## src/rtl/jtag_master.sv

```systemverilog
// jtag_master: upstream JTAG sequencer driving a TAP controller.
//
// Converts a valid/ready request (IR load or DR shift) into TCK_O/TMS_O/TDI_O
// waveforms. It captures TDO_I LSB first and returns the captured bits with a
// one-cycle rsp_valid strobe.
//
// Each JTAG bit period is two TCK cycles:
//   - phase A: TCK_O = 0, and TMS_O/TDI_O change;
//   - phase B: TCK_O = 1, and TDO_I is sampled on the clock edge that ends it.
//
// Ports:
//   TCK, TRST             system clock, synchronous active-high reset
//   req_valid/req_ready   request handshake (ready only in Run-Test/Idle)
//   req_ir, req_data      1 = IR load of req_data[IR_W-1:0], 0 = DR shift of req_data
//   rsp_valid, rsp_data   one-cycle response strobe, captured TDO bits
//   TCK_O, TMS_O, TDI_O   JTAG pins driven to the TAP
//   TDO_I                 JTAG TDO from the TAP
//
// Optional feature:
//   JTAG_PAUSE_EN  When defined, DR transactions take a detour after Exit1-DR:
//                  Pause-DR for PAUSE_CYCLES periods, then Exit2-DR, then Update-DR.
module jtag_master #(
    parameter int unsigned IR_W         = 4,
    parameter int unsigned DR_W         = 8,
    parameter int unsigned PAUSE_CYCLES = 4
) (
    input  logic            TCK,
    input  logic            TRST,
    input  logic            req_valid,
    output logic            req_ready,
    input  logic            req_ir,
    input  logic [DR_W-1:0] req_data,
    output logic            rsp_valid,
    output logic [DR_W-1:0] rsp_data,
    output logic            TCK_O,
    output logic            TMS_O,
    output logic            TDI_O,
    input  logic            TDO_I
);

    // The counter is shared by every state, so it must reach the longest count in use.
    // Reset needs 6 periods; pause needs PAUSE_CYCLES+1 periods (0..PAUSE_CYCLES).
    localparam int unsigned MaxLen  = (IR_W > DR_W) ? IR_W : DR_W;
    localparam int unsigned MaxCnt0 = (MaxLen > 6) ? MaxLen : 6;
    localparam int unsigned MaxCnt  = (MaxCnt0 > PAUSE_CYCLES) ? MaxCnt0 : PAUSE_CYCLES;
    localparam int unsigned CntW    = $clog2(MaxCnt + 1);

    typedef logic [CntW-1:0] cnt_t;

    localparam cnt_t RstLast   = cnt_t'(5);
    localparam cnt_t HdrIrLast = cnt_t'(3);
    localparam cnt_t HdrDrLast = cnt_t'(2);
    localparam cnt_t IrLast    = cnt_t'(IR_W - 1);
    localparam cnt_t DrLast    = cnt_t'(DR_W - 1);
`ifdef JTAG_PAUSE_EN
    localparam cnt_t PauseLast = cnt_t'(PAUSE_CYCLES);
`endif

    typedef enum logic [2:0] {
        StRstSeq,
        StIdle,
        StHdr,
        StShift,
        StTail
`ifdef JTAG_PAUSE_EN
        , StPause
`endif
    } state_e;

    state_e          state_q, state_d;
    logic            phase_q, phase_d;  // 0 = phase A, 1 = phase B
    cnt_t            cnt_q, cnt_d;
    logic            ir_q, ir_d;
    logic [DR_W-1:0] data_q, data_d;
    logic [DR_W-1:0] rsp_q, rsp_d;

    always_ff @(posedge TCK) begin
        if (TRST) begin
            state_q <= StRstSeq;
            phase_q <= 1'b0;
            cnt_q   <= '0;
            ir_q    <= 1'b0;
            data_q  <= '0;
            rsp_q   <= '0;
        end else begin
            state_q <= state_d;
            phase_q <= phase_d;
            cnt_q   <= cnt_d;
            ir_q    <= ir_d;
            data_q  <= data_d;
            rsp_q   <= rsp_d;
        end
    end

    always_comb begin
        state_d   = state_q;
        phase_d   = ~phase_q;
        cnt_d     = cnt_q;
        ir_d      = ir_q;
        data_d    = data_q;
        rsp_d     = rsp_q;
        TMS_O     = 1'b0;
        TDI_O     = 1'b0;
        req_ready = 1'b0;
        rsp_valid = 1'b0;

        case (state_q)
            StRstSeq: begin
                // Five periods of TMS=1 reach Test-Logic-Reset; one TMS=0 period reaches Run-Test/Idle.
                TMS_O = (cnt_q != RstLast);
                if (phase_q) begin
                    if (cnt_q == RstLast) begin
                        state_d = StIdle;
                        cnt_d   = '0;
                    end else begin
                        cnt_d = cnt_q + cnt_t'(1);
                    end
                end
            end

            StIdle: begin
                req_ready = 1'b1;
                phase_d   = 1'b0;
                if (req_valid) begin
                    ir_d    = req_ir;
                    data_d  = req_data;
                    rsp_d   = '0;
                    cnt_d   = '0;
                    state_d = StHdr;
                end
            end

            StHdr: begin
                // IR path: Select-DR, Select-IR, Capture-IR, Shift-IR (TMS 1,1,0,0).
                // DR path: Select-DR, Capture-DR, Shift-DR (TMS 1,0,0).
                TMS_O = ir_q ? (cnt_q < cnt_t'(2)) : (cnt_q == '0);
                if (phase_q) begin
                    if (cnt_q == (ir_q ? HdrIrLast : HdrDrLast)) begin
                        state_d = StShift;
                        cnt_d   = '0;
                    end else begin
                        cnt_d = cnt_q + cnt_t'(1);
                    end
                end
            end

            StShift: begin
                TDI_O = data_q[0];
                // The last bit also raises TMS, which moves the TAP to Exit1.
                TMS_O = (cnt_q == (ir_q ? IrLast : DrLast));
                if (phase_q) begin
                    for (int unsigned i = 0; i < DR_W; i++) begin
                        if (cnt_q == cnt_t'(i)) begin
                            rsp_d[i] = TDO_I;
                        end
                    end
                    data_d = data_q >> 1;
                    if (cnt_q == (ir_q ? IrLast : DrLast)) begin
                        cnt_d = '0;
`ifdef JTAG_PAUSE_EN
                        state_d = ir_q ? StTail : StPause;
`else
                        state_d = StTail;
`endif
                    end else begin
                        cnt_d = cnt_q + cnt_t'(1);
                    end
                end
            end

`ifdef JTAG_PAUSE_EN
            StPause: begin
                // Pause-DR periods use TMS=0; the final period uses TMS=1 to enter Exit2-DR.
                TMS_O = (cnt_q == PauseLast);
                if (phase_q) begin
                    if (cnt_q == PauseLast) begin
                        state_d = StTail;
                        cnt_d   = '0;
                    end else begin
                        cnt_d = cnt_q + cnt_t'(1);
                    end
                end
            end
`endif

            StTail: begin
                // Update (TMS=1), then Run-Test/Idle (TMS=0).
                TMS_O = (cnt_q == '0);
                if (phase_q) begin
                    if (cnt_q == cnt_t'(1)) begin
                        rsp_valid = 1'b1;
                        state_d   = StIdle;
                        cnt_d     = '0;
                    end else begin
                        cnt_d = cnt_q + cnt_t'(1);
                    end
                end
            end

            default: begin
                state_d = StRstSeq;
                phase_d = 1'b0;
                cnt_d   = '0;
            end
        endcase
    end

    assign TCK_O    = phase_q;
    assign rsp_data = rsp_q;

endmodule

```

## config.mk

```make
export PLATFORM = sky130hd
export DESIGN_NAME = jtag_master
export DESIGN_NICKNAME = d
export VERILOG_FILES = /design/src/rtl/jtag_master.sv
export SDC_FILE = /design/constraint.sdc
export NUM_CORES = 1
export LEC_CHECK = 0
export BUFFER_PORTS_ARGS = -buffer_cell sky130_fd_sc_hd__buf_2
export CORE_MARGIN = 2
export CORE_UTILIZATION = 46
export DETAILED_ROUTE_END_ITERATION = 10
export PLACE_DENSITY = 0.68
export SLEW_MARGIN = 40
export SYNTH_ARGS = -nofsm -noshare
export SYNTH_HDL_FRONTEND = slang
export SYNTH_SLANG_ARGS = --single-unit
```

## constraint.sdc

```tcl
create_clock -name TCK -period 2.2 [get_ports TCK]
set_input_delay 0 -clock TCK [delete_from_list [all_inputs] [get_ports TCK]]
set_output_delay 0 -clock TCK [all_outputs]
set_load 0.005 [all_outputs]
```

Yosys cells after proc, flatten, opt, wreduce, memory -nomap -nowiden
Index checks and enable logic that the tools add are counted.
- register bits: 25
- input bits: 13
- output and inout bits: 13
- add/subtract/negate cells: 1
- magnitude comparators: 1
- eq/ne operators: 31
- muxes and demuxes: 43
- bitwise gates (word level): 2
- reduce and logical (&&, ||, !) cells: 17
- operators by type and width (operator ; number):
    4-bit two-way mux ; 9
    2-bit inequality test (second input constant) ; 17
    8-bit two-way mux ; 4
    8-bit one-hot mux with 2 select lines ; 2
    4-bit AND reduction ; 8
    3-bit two-way mux ; 10
    4-bit one-hot mux with 5 select lines ; 1
    4-bit by 3-bit == test with 1-bit output (second input constant) ; 4
    1-bit two-way mux ; 15
    3-bit one-hot mux with 5 select lines ; 1
    9-bit AND reduction ; 1
    4-bit by 2-bit == test with 1-bit output (second input constant) ; 2
    3-bit by 2-bit == test with 1-bit output (second input constant) ; 2
    5-bit AND reduction ; 1
    4-bit by 1-bit adder with 4-bit output (second input constant) ; 1
    4-bit by 1-bit == test with 1-bit output (second input constant) ; 1
    4-bit by 2-bit == test with 1-bit output ; 1
    4-bit by 3-bit == test with 1-bit output ; 1
    4-bit logical NOT ; 1
    4-bit by 2-bit less-than comparator with 1-bit output (second input constant) ; 1
    4-bit by 3-bit inequality test with 1-bit output (second input constant) ; 1
    1-bit one-hot mux with 4 select lines ; 1
    4-bit OR reduction ; 1
    3-bit by 1-bit == test with 1-bit output (second input constant) ; 1
    other kinds (7) ; 8

Logic depth before layout (Yosys ltp)
Gate-level depths: netlist (run 1).
- depth in word-level cells: 5
- gate-level depth with buffers: 7
- gate-level depth less buffers: 7

Least setup slack after synthesis (run 1)
OpenSTA, ideal clock, no wires.
- kind: reg2reg
- from: register cnt_q[1]
- to: register state_q[2]
- data arrival time: 1.716 ns
- setup slack: 0.414 ns
- cell stages (with the launch flop): 8
- path through: dfxtp_1 -> inv_1 -> ha_1 -> or3b_4 -> a22oi_2 -> o21ai_2 -> or3_1 -> a21oi_1
- longest elaborated chain between the ends: 3
- elaborated cells on any way between the ends: 9
- those cells by class: 8 x eq/ne; 1 x reduce/logical
- RTL lines (item ; line ; text):
    start: declaration ; 72 ; cnt_t cnt_q, cnt_d;
    start signal: assignment ; 88 ; cnt_q <= cnt_d;
    4-bit by 1-bit == test with 1-bit output, or another cell as far along ; 190 ; if (cnt_q == cnt_t'(1)) begin
    2-bit inequality test (no source line) ; n/a ;
    9-bit AND reduction (no source line) * ; n/a ;
    end signal: assignment ; 79 ; state_q <= StRstSeq;
    end signal: assignment ; 86 ; state_q <= state_d;
    end: declaration ; 70 ; state_e state_q, state_d;
Mark *: on every way between the ends. The rest lies on a longest branch, timed or not.
A chain may end at the register's enable or synchronous reset.

Final worst setup path (run 1)
Same ends and word-level chain as after synthesis.

==> results of run 1 <==
[power by group through the flow]
stage	clock network, uW	logic (uW)	registers (uW)
2_1_floorplan	0	59.6	475
4_1_cts	217	96.8	468
6_report	215	98.0	468
3_5_place_dp	0	83.1	478
5_1_grt	232	107	470
3_3_place_gp	0	80.0	477
[state kept, by name, summed over array words and instances (netlist names)]
register / flops
data_q: 8
TCK_O: 1
rsp_data: 8
cnt_q: 4
ir_q: 1
state_q: 3
[path summary, 6_finish.rpt]
| kind | endpoint | depth (start not counted) | start | slack [ps] |
|---|---|---|---|---|
| max | state_q[2] | 7 | cnt_q[1] | 210 |
| min reg2reg | data_q[7] | 2 | data_q[7] | 470 |
| min | rsp_data[5] | 2 | TRST | 90 |
| max reg2reg | state_q[2] | 7 | cnt_q[1] | 210 |
[cells in the final DEF, fill, tap and decap left out, types with 3 or more instances in the layout]
cell           count
o31ai_1            6
inv_1              3
nand3_1           13
nand2b_1           3
o21ai_0            5
dfxtp_1           25
dlygate4sd3_1      9
ha_1               4
buf_4              5
nor2_1            20
a311oi_1           7
a21oi_1           20
nor2b_1            5
nand2_1           26
nor3b_1            3
buf_2             25
clkbuf_4           3
[per-stage QoR]
stage	area [sq um]	worst slack, ps
6_report	1720	207
5_1_grt	1720	104
4_1_cts	1720	220
3_5_place_dp	1600	259
3_3_place_gp	1600	333
2_1_floorplan	1450	414
[repair_timing]
| item | 4_1_cts | 5_1_grt |
|---|---|---|
| hold endpoints to repair | 9 | 0 |
| setup buffers | 0 | 0 |
| hold buffers | 9 | 0 |
[cell type report]
class | count | area (sq um) | share of cell area
Clock buffer | 3 | 22.5 | 0.0131
Clock inverter | 1 | 5.00 | 0.00291
Inverter | 3 | 11.3 | 0.00655
Multi-Input combinational cell | 147 | 872 | 0.507
Sequential cell | 25 | 500 | 0.291
Tap cell | 44 | 55.1 | 0.0320
Timing Repair Buffer | 39 | 253 | 0.147
[synth_stat cells, types with 2 or more instances]
library cell	instances	area share
and3_1	2	0.0086
buf_2	4	0.014
nand3_1	13	0.045
nor3_1	2	0.0069
o32ai_1	2	0.012
nand2_1	26	0.067
a31oi_1	2	0.0086
nand2b_1	3	0.013
xnor2_1	2	0.012
a211oi_1	2	0.010
nor2b_1	5	0.022
nand3b_1	2	0.010
clkbuf_1	8	0.021
o21ai_1	2	0.0069
nor3b_1	3	0.016
buf_1	2	0.0052
o21ai_0	5	0.017
mux2i_1	2	0.014
o22ai_1	2	0.0086
nor2_1	20	0.052
ha_1	4	0.034
dfxtp_1	25	0.34
o31ai_1	6	0.031
a311oi_1	7	0.042
a21oi_1	20	0.069
inv_1	3	0.0078
mux2_2	2	0.016
[per-layer routing]
layer,wire (microns),up-vias,GRT usage,part of all wire
met4,30,0,0.0698,0.0082
met2,1710,40,0.366,0.47
met1,1700,676,0.291,0.47
li1,-,736,-,-
met3,205,4,0.0303,0.056
met5,0,-,0,0
[cells by family (layout without fill, tap and decap cells)]
group	count (synthesis)	after routing	synth area share
buffers and inverters	18	46	0.0551
adder cells (fa/ha/maj)	4	4	0.0345
multiplexers	4	4	0.0293
flip-flops	25	25	0.345
XOR/XNOR	2	2	0.0121
AO/OA/AOI/OAI	55	55	0.252
AND/OR/NAND/NOR	82	82	0.272
[critical path, stage by stage, from the launching register on]
cell     delay [ps]
dfxtp_1         380
inv_1           140
ha_1            200
or3b_4          410
a22oi_2         180
o21ai_2         150
or3_1           370
a21oi_1         120
==> impl_results.md, run 1 <==
* Status: completed
* Horiz. Die Dim at 60.2 microns
* Power per cell area at 454 nW/um^2
* Die area at 3620 sq um
* Clock root buffer: clkbuf_4
* Final hold vios at 0
* Total power at 781 uW
* Synth cell types at 41
* Actual slew at the worst max-slew pin at 600 ps
* Drt drc at 0
* Initial Util at 0.480
* Final core utilization at 0.568
* Vias per cell at 5.56
* WL final at 3650 microns
* # setup viols final at 0
* Clock share of power at 0.275
* Cells after synthesis at 190
* Fin crit period at 1990 ps
* Max frequency at 0.502 GHz
* DRT Pass-1 Iters at 4
* Int Power at 575 uW
* Worst-skew pair later-pin latency at 330 ps
* Wirelength per Cell at 13.9 microns
* RSZ-0062 raised after global routing: no
* Global Route Usage Sum at 0.220
* Relative slew slack at 0.599
* Post-synth EDFFs at 0
* Layout cells sized above 1 at 0.188
* Cts bufs inserted at 3
* IO Count at 26
* CTS HTree Levels at 1
* DP HPWL at 2540 microns
* Initial antenna violation count at 0
* Post-synth top flop: dfxtp_1
* Worst Hold Class: in2reg
* IO buf count at 25
* Fill cell total of the finished layout at 296
* Ys Warns at 0
* Slew Viols, Final at 0
* Flops & latches, synth at 25
* FP Rows at 20
* Die Span Y at 60.2 microns
* Layout Cells excl Fill at 262
* Syn_area_per_cell at 7.65 sq um
* Crit path DAT at 2260 ps
* Clock sink total at 25
* Crit path required time at 2470 ps
* Mapped Nets at 207
* Endpoint type of the worst setup path: register
* Starting DRT DRC Count at 56
* WS Path Type: reg2reg
* Gate power share at 0.125
* Worst vdd ir at 0.366 mV
* Seq/Total Area, Yosys at 0.345
* Clk buf depth at 2
* Area delta synth->final at 18.3%
* Largest net degree at the start of global routing at 26
* Max cap viols at 0
* Final Wtd Congestion at 0.973
* Cell Area, Synth at 1450 sq um
* Final Skew at 1.06 ps
* ANT cells at 0
* Switch share at 0.264
* Hold_ws at 90.3 ps
* Tcrit/Tclk final at 0.906
* Resized Gates After CTS at 0
* Vias at 1456
* Global route overflow at 0
* Placed insts at 249
* CTS tree: yes
* Final ANT Viol Nets at 0
* Fin Setup TNS at 0 ps
* Sequential power share at 0.599
* Worst Setup Start Kind: register
* Wire length of the first global-routing pass at 6050 microns
* CORE AREA at 3030 sq um
* Ys async rst share at 0
* Worst-path fanout max at 9
* Sw Pwr at 207 uW
* Vias in the first global route at 1334
* # nets final at 236
* LEAKAGE at 0.000653 uW
* Clk slew on worst S/H paths at 140 ps
Power figures use the tool's default switching activity.
==> inputs of run 2 (changes only) <==
CTS_BUF_LIST = sky130_fd_sc_hd__clkbuf_8   (was not set)
==> impl_results.md, run 2 (synthesis gave the netlist of run 1 again) <==
* CORE AREA at 3030 sq um
* FP Rows at 20
* Switch share at 0.250
* Final Wtd Congestion at 0.973
* Crit. Startpoint: cnt_q[1]
* Wirelength per Cell at 13.7 microns
* Clock share of power at 0.331
* Vias per cell at 5.62
* Final hold vios at 0
* Crit-path cells: inv_1, ha_1, or3b_4, a22oi_2, o21ai_2, or3_1, a21oi_1
* Horiz. Die Dim at 60.2 microns
* Crit-path max cell delay at 410 ps
* Die Span Y at 60.2 microns
* Int Power at 630 uW
* Fin crit period at 1980 ps
* Global Route Usage Sum at 0.214
* Resized Gates After CTS at 0
* DP HPWL at 2540 microns
* Worst-path fanout max at 9
* CTS tree: yes
* Dpl ws at 259 ps
* Starting DRT DRC Count at 67
* LEAKAGE at 0.000653 uW
* Sequential power share at 0.557
* Tcrit/Tclk final at 0.898
* Endpoint type of the worst setup path: register
* Max cap viols at 0
* Largest net degree at the start of global routing at 26
* WL final at 3560 microns
* HP Start: req_data[6]
* Wire length of the first global-routing pass at 5970 microns
* # setup viols final at 0
* Area delta synth->final at 18.3%
* Most common cell after layout, fill and taps aside: nand2_1
* Status: completed
* Global route overflow at 0
* Max frequency at 0.506 GHz
* Setup ws final at 225 ps
* Worst vdd ir at 0.274 mV
* Sw Pwr at 210 uW
* # nets final at 234
* DRT Pass-1 Iters at 4
* CTS HTree Levels at 1
* Vias in the first global route at 1322
* Slowest-stage cell, CP: or3b_4
* Drt drc at 0
* Layout cells sized above 1 at 0.190
* Worst-skew pair later-pin latency at 270 ps
* Die area at 3620 sq um
* Fill cell total of the finished layout at 290
* Crit path DAT at 2180 ps
* Final Skew at 1.94 ps
* Clk buf depth at 2
* ANT cells at 0
* Cts bufs inserted at 3
* Clk slew on worst S/H paths at 90 ps
* Post-CTS Setup Inserts at 0
* Relative slew slack at 0.611
* Multi-input gate area at 872 sq um
* RSZ-0062 raised after global routing: no
* Final ANT Viol Nets at 0
* Fin Setup TNS at 0 ps
* Crit path required time at 2400 ps
* R2r startpoint: cnt_q[1]
* Initial Util at 0.480
* Actual slew at the worst max-slew pin at 582 ps
* Slew Viols, Final at 0
* Initial antenna violation count at 0
* Worst Hold Class: in2reg
* Clock sink total at 25
* Worst Setup Start Kind: register
* Vias at 1461
* IO buf count at 25
* Register area at 500 sq um
* WS Path Type: reg2reg
* Power per cell area at 489 nW/um^2
* Clock root buffer: clkbuf_8
* IO Count at 26
* Final Cell Area at 1720 sq um
* Most frequent cells in the layout: 26 x nand2_1, 25 x dfxtp_1, 25 x buf_2
* Placed instance area at 1600 sq um
* Gate power share at 0.112
run 2: worst paths after layout:
kind,endpoint,slack [ps],cells past startpoint
setup / recovery,state_q[2],220,7
hold reg to reg,data_q[7],460,2
hold / removal,data_q[6],3,3
setup reg to reg,state_q[2],220,7
run 2: cell type report:
class / count / share of cell area
multi-input cells: 147 / 0.508
flip-flops and latches: 25 / 0.291
clock inverters: 1 / 0.00291
inverters: 3 / 0.00655
well taps: 44 / 0.0320
clock buffers: 3 / 0.0240
repair buffers: 37 / 0.135
run 2: timing repair:
item                                    CTS  global route
endpoints found under the setup margin    0             0
endpoints found under the hold margin     7             0
hold buffers                              7             0
run 2: per-stage QoR:
stage | util | std cells | power (uW) | hold slack (ps)
after floorplan | - | 190 | 534 | 148
after global placement | 0.529 | 249 | 557 | 268
after CTS | 0.567 | 260 | 843 | 0.862
after detailed placement | 0.529 | 249 | 561 | 265
final | 0.567 | 260 | 840 | 2.81
after global routing | 0.567 | 260 | 869 | 4.54
run 2: routing by layer:
layer | track usage | wire [microns] | vias to the layer above
li1 | - | - | 735
met1 | 0.293 | 1680 | 682
met2 | 0.362 | 1680 | 42
met3 | 0.0260 | 182 | 2
met4 | 0.0413 | 8 | 0
met5 | 0 | 0 | -
run 2: worst max-delay path: cells and delay by family, from the launching register on:
kind	cells	cell delay [ps]
adder cells (fa/ha/maj)	1	190
AND/OR/NAND/NOR	2	780
flip-flops	1	360
buffers and inverters	1	130
AO/OA/AOI/OAI	3	450
run 2: power groups by stage:
stage / clock network, uW / logic (uW) / registers (uW)
after global routing: 296 / 104 / 469
after CTS: 283 / 93.4 / 467
after floorplan: 0 / 59.6 / 475
after detailed placement: 0 / 83.1 / 478
final: 278 / 94.4 / 467
after global placement: 0 / 80.0 / 477
==> inputs of run 3 (changes only) <==
CORE_MARGIN = 4   (was 2)
CORE_UTILIZATION = 31   (was 46)
PLACE_DENSITY = not set   (was 0.68)
==> impl_results.md, run 3 (synthesis gave the netlist of run 1 again) <==
* Actual slew at the worst max-slew pin at 603 ps
* Area delta synth->final at 22.0%
* Vias per cell at 5.34
* Final core utilization at 0.399
* Post-CTS Setup Inserts at 0
* Buf/Inv on CP at 1
* IO Count at 26
* Horiz. Die Dim at 76.5 microns
* Die Span Y at 76.5 microns
* DP HPWL at 2600 microns
* Resized Gates After CTS at 0
* Worst-path fanout max at 9
* Final ANT Viol Nets at 0
* WS Path Type: reg2reg
* WL final at 3720 microns
* Tcrit/Tclk final at 0.898
* Most frequent cells in the layout: 26 x nand2_1, 25 x dfxtp_1, 25 x buf_2
* Initial antenna violation count at 0
* Crit-path cells: inv_1, ha_1, or3b_4, a22oi_2, o21ai_2, or3_1, a21oi_1
* Wire length of the first global-routing pass at 6760 microns
* RSZ-0062 raised after global routing: no
* Final Cell Area at 1770 sq um
* Initial Util at 0.327
* Gate power share at 0.115
* Global route overflow at 0
* LEAKAGE at 0.000671 uW
* R2R Setup Slk at 230 ps
* Die area at 5850 sq um
* Vias in the first global route at 1413
* Sw Pwr at 215 uW
* Largest net degree at the start of global routing at 26
* Worst Setup Start Kind: register
* ANT cells at 0
* Int Power at 635 uW
* Status: completed
* Slew Viols, Final at 0
* Crit path required time at 2410 ps
* Clock sink total at 25
* Power per cell area at 479 nW/um^2
* Worst-skew pair later-pin latency at 270 ps
* Clk buf depth at 2
* IO buf count at 25
* Slowest-stage cell, CP: or3b_4
* Worst Hold Class: in2reg
* Clock root buffer: clkbuf_8
* Crit-path max cell delay at 420 ps
* Clock share of power at 0.335
* Max frequency at 0.506 GHz
* Worst vdd ir at 0.329 mV
* Sequential power share at 0.550
* DRT Pass-1 Iters at 4
* Total power at 850 uW
* Hold buffer count at cts at 9
* # nets final at 239
* Relative slew slack at 0.595
* Fin Setup TNS at 0 ps
* Crit path DAT at 2180 ps
* Critical path's top delay family: simple AND/OR/NAND/NOR gates
* Most common cell after layout, fill and taps aside: nand2_1
* Endpoint type of the worst setup path: register
* Final Skew at 4.55 ps
* Fin crit period at 1970 ps
* # setup viols final at 0
* Switch share at 0.253
* Starting DRT DRC Count at 81
* Max cap viols at 0
* FP Rows at 24
* CTS tree: yes
* Drt drc at 0
* Clk slew on worst S/H paths at 90 ps
* Wirelength per Cell at 13.6 microns
* Placed instance area at 1630 sq um
* CORE AREA at 4440 sq um
* Vias at 1457
* Final hold vios at 0
* Global Route Usage Sum at 0.137
* Cts bufs inserted at 3
* Final Wtd Congestion at 0.844
* CTS HTree Levels at 1
* Layout cells sized above 1 at 0.199
## run 3: cell count changes in the layout (fill, tap and decap cells not counted), sizes merged
cell / change
buf: +3
clkinv: -1
dlygate4sd3: +2
clkinvlp: +1
## run 3: layer usage
metal,up-vias,share of wire,global-route usage
met3,2,0.056,0.0343
met1,672,0.49,0.188
met4,0,0.0024,0.0163
met5,-,0,0
li1,746,-,-
met2,37,0.45,0.222
## run 3: tightest hold or removal path: stages
cell,delay (ps)
buf_2,110
nor2b_1,150
nand3_1,80
a21oi_1,50
## run 3: path summary, 6_finish.rpt
| path | start | endpoint | depth (start not counted) |
|---|---|---|---|
| setup / recovery | cnt_q[1] | state_q[2] | 7 |
| hold / removal | req_valid | ir_q | 4 |
| hold reg to reg | data_q[7] | data_q[7] | 2 |
| setup reg to reg | cnt_q[1] | state_q[2] | 7 |
## run 3: per-stage QoR
stage / worst slack [ps] / cells / hold slack (ps)
2_1_floorplan: 414 / 190 / 148
3_3_place_gp: 325 / 260 / 269
3_5_place_dp: 258 / 260 / 273
4_1_cts: 240 / 273 / 147
5_1_grt: 112 / 273 / 183
6_report: 225 / 273 / 164
## run 3: power by group through the flow
| stage | registers (uW) | logic, uW | clock network, uW |
|---|---|---|---|
| floorplan | 475 | 59.6 | 0 |
| global placement | 477 | 85.7 | 0 |
| detailed placement | 478 | 84.3 | 0 |
| CTS | 467 | 97.9 | 304 |
| global route | 469 | 111 | 319 |
| finish | 467 | 97.8 | 284 |
## run 3: layout make-up
type	count	area, sq um
inverter	3	11.3
clock inverter	1	7.51
timing repair buffer	42	275
clock buffer	3	41.3
multi-input combinational	147	872
tap	52	65.1
sequential	25	500
fill	460	2670
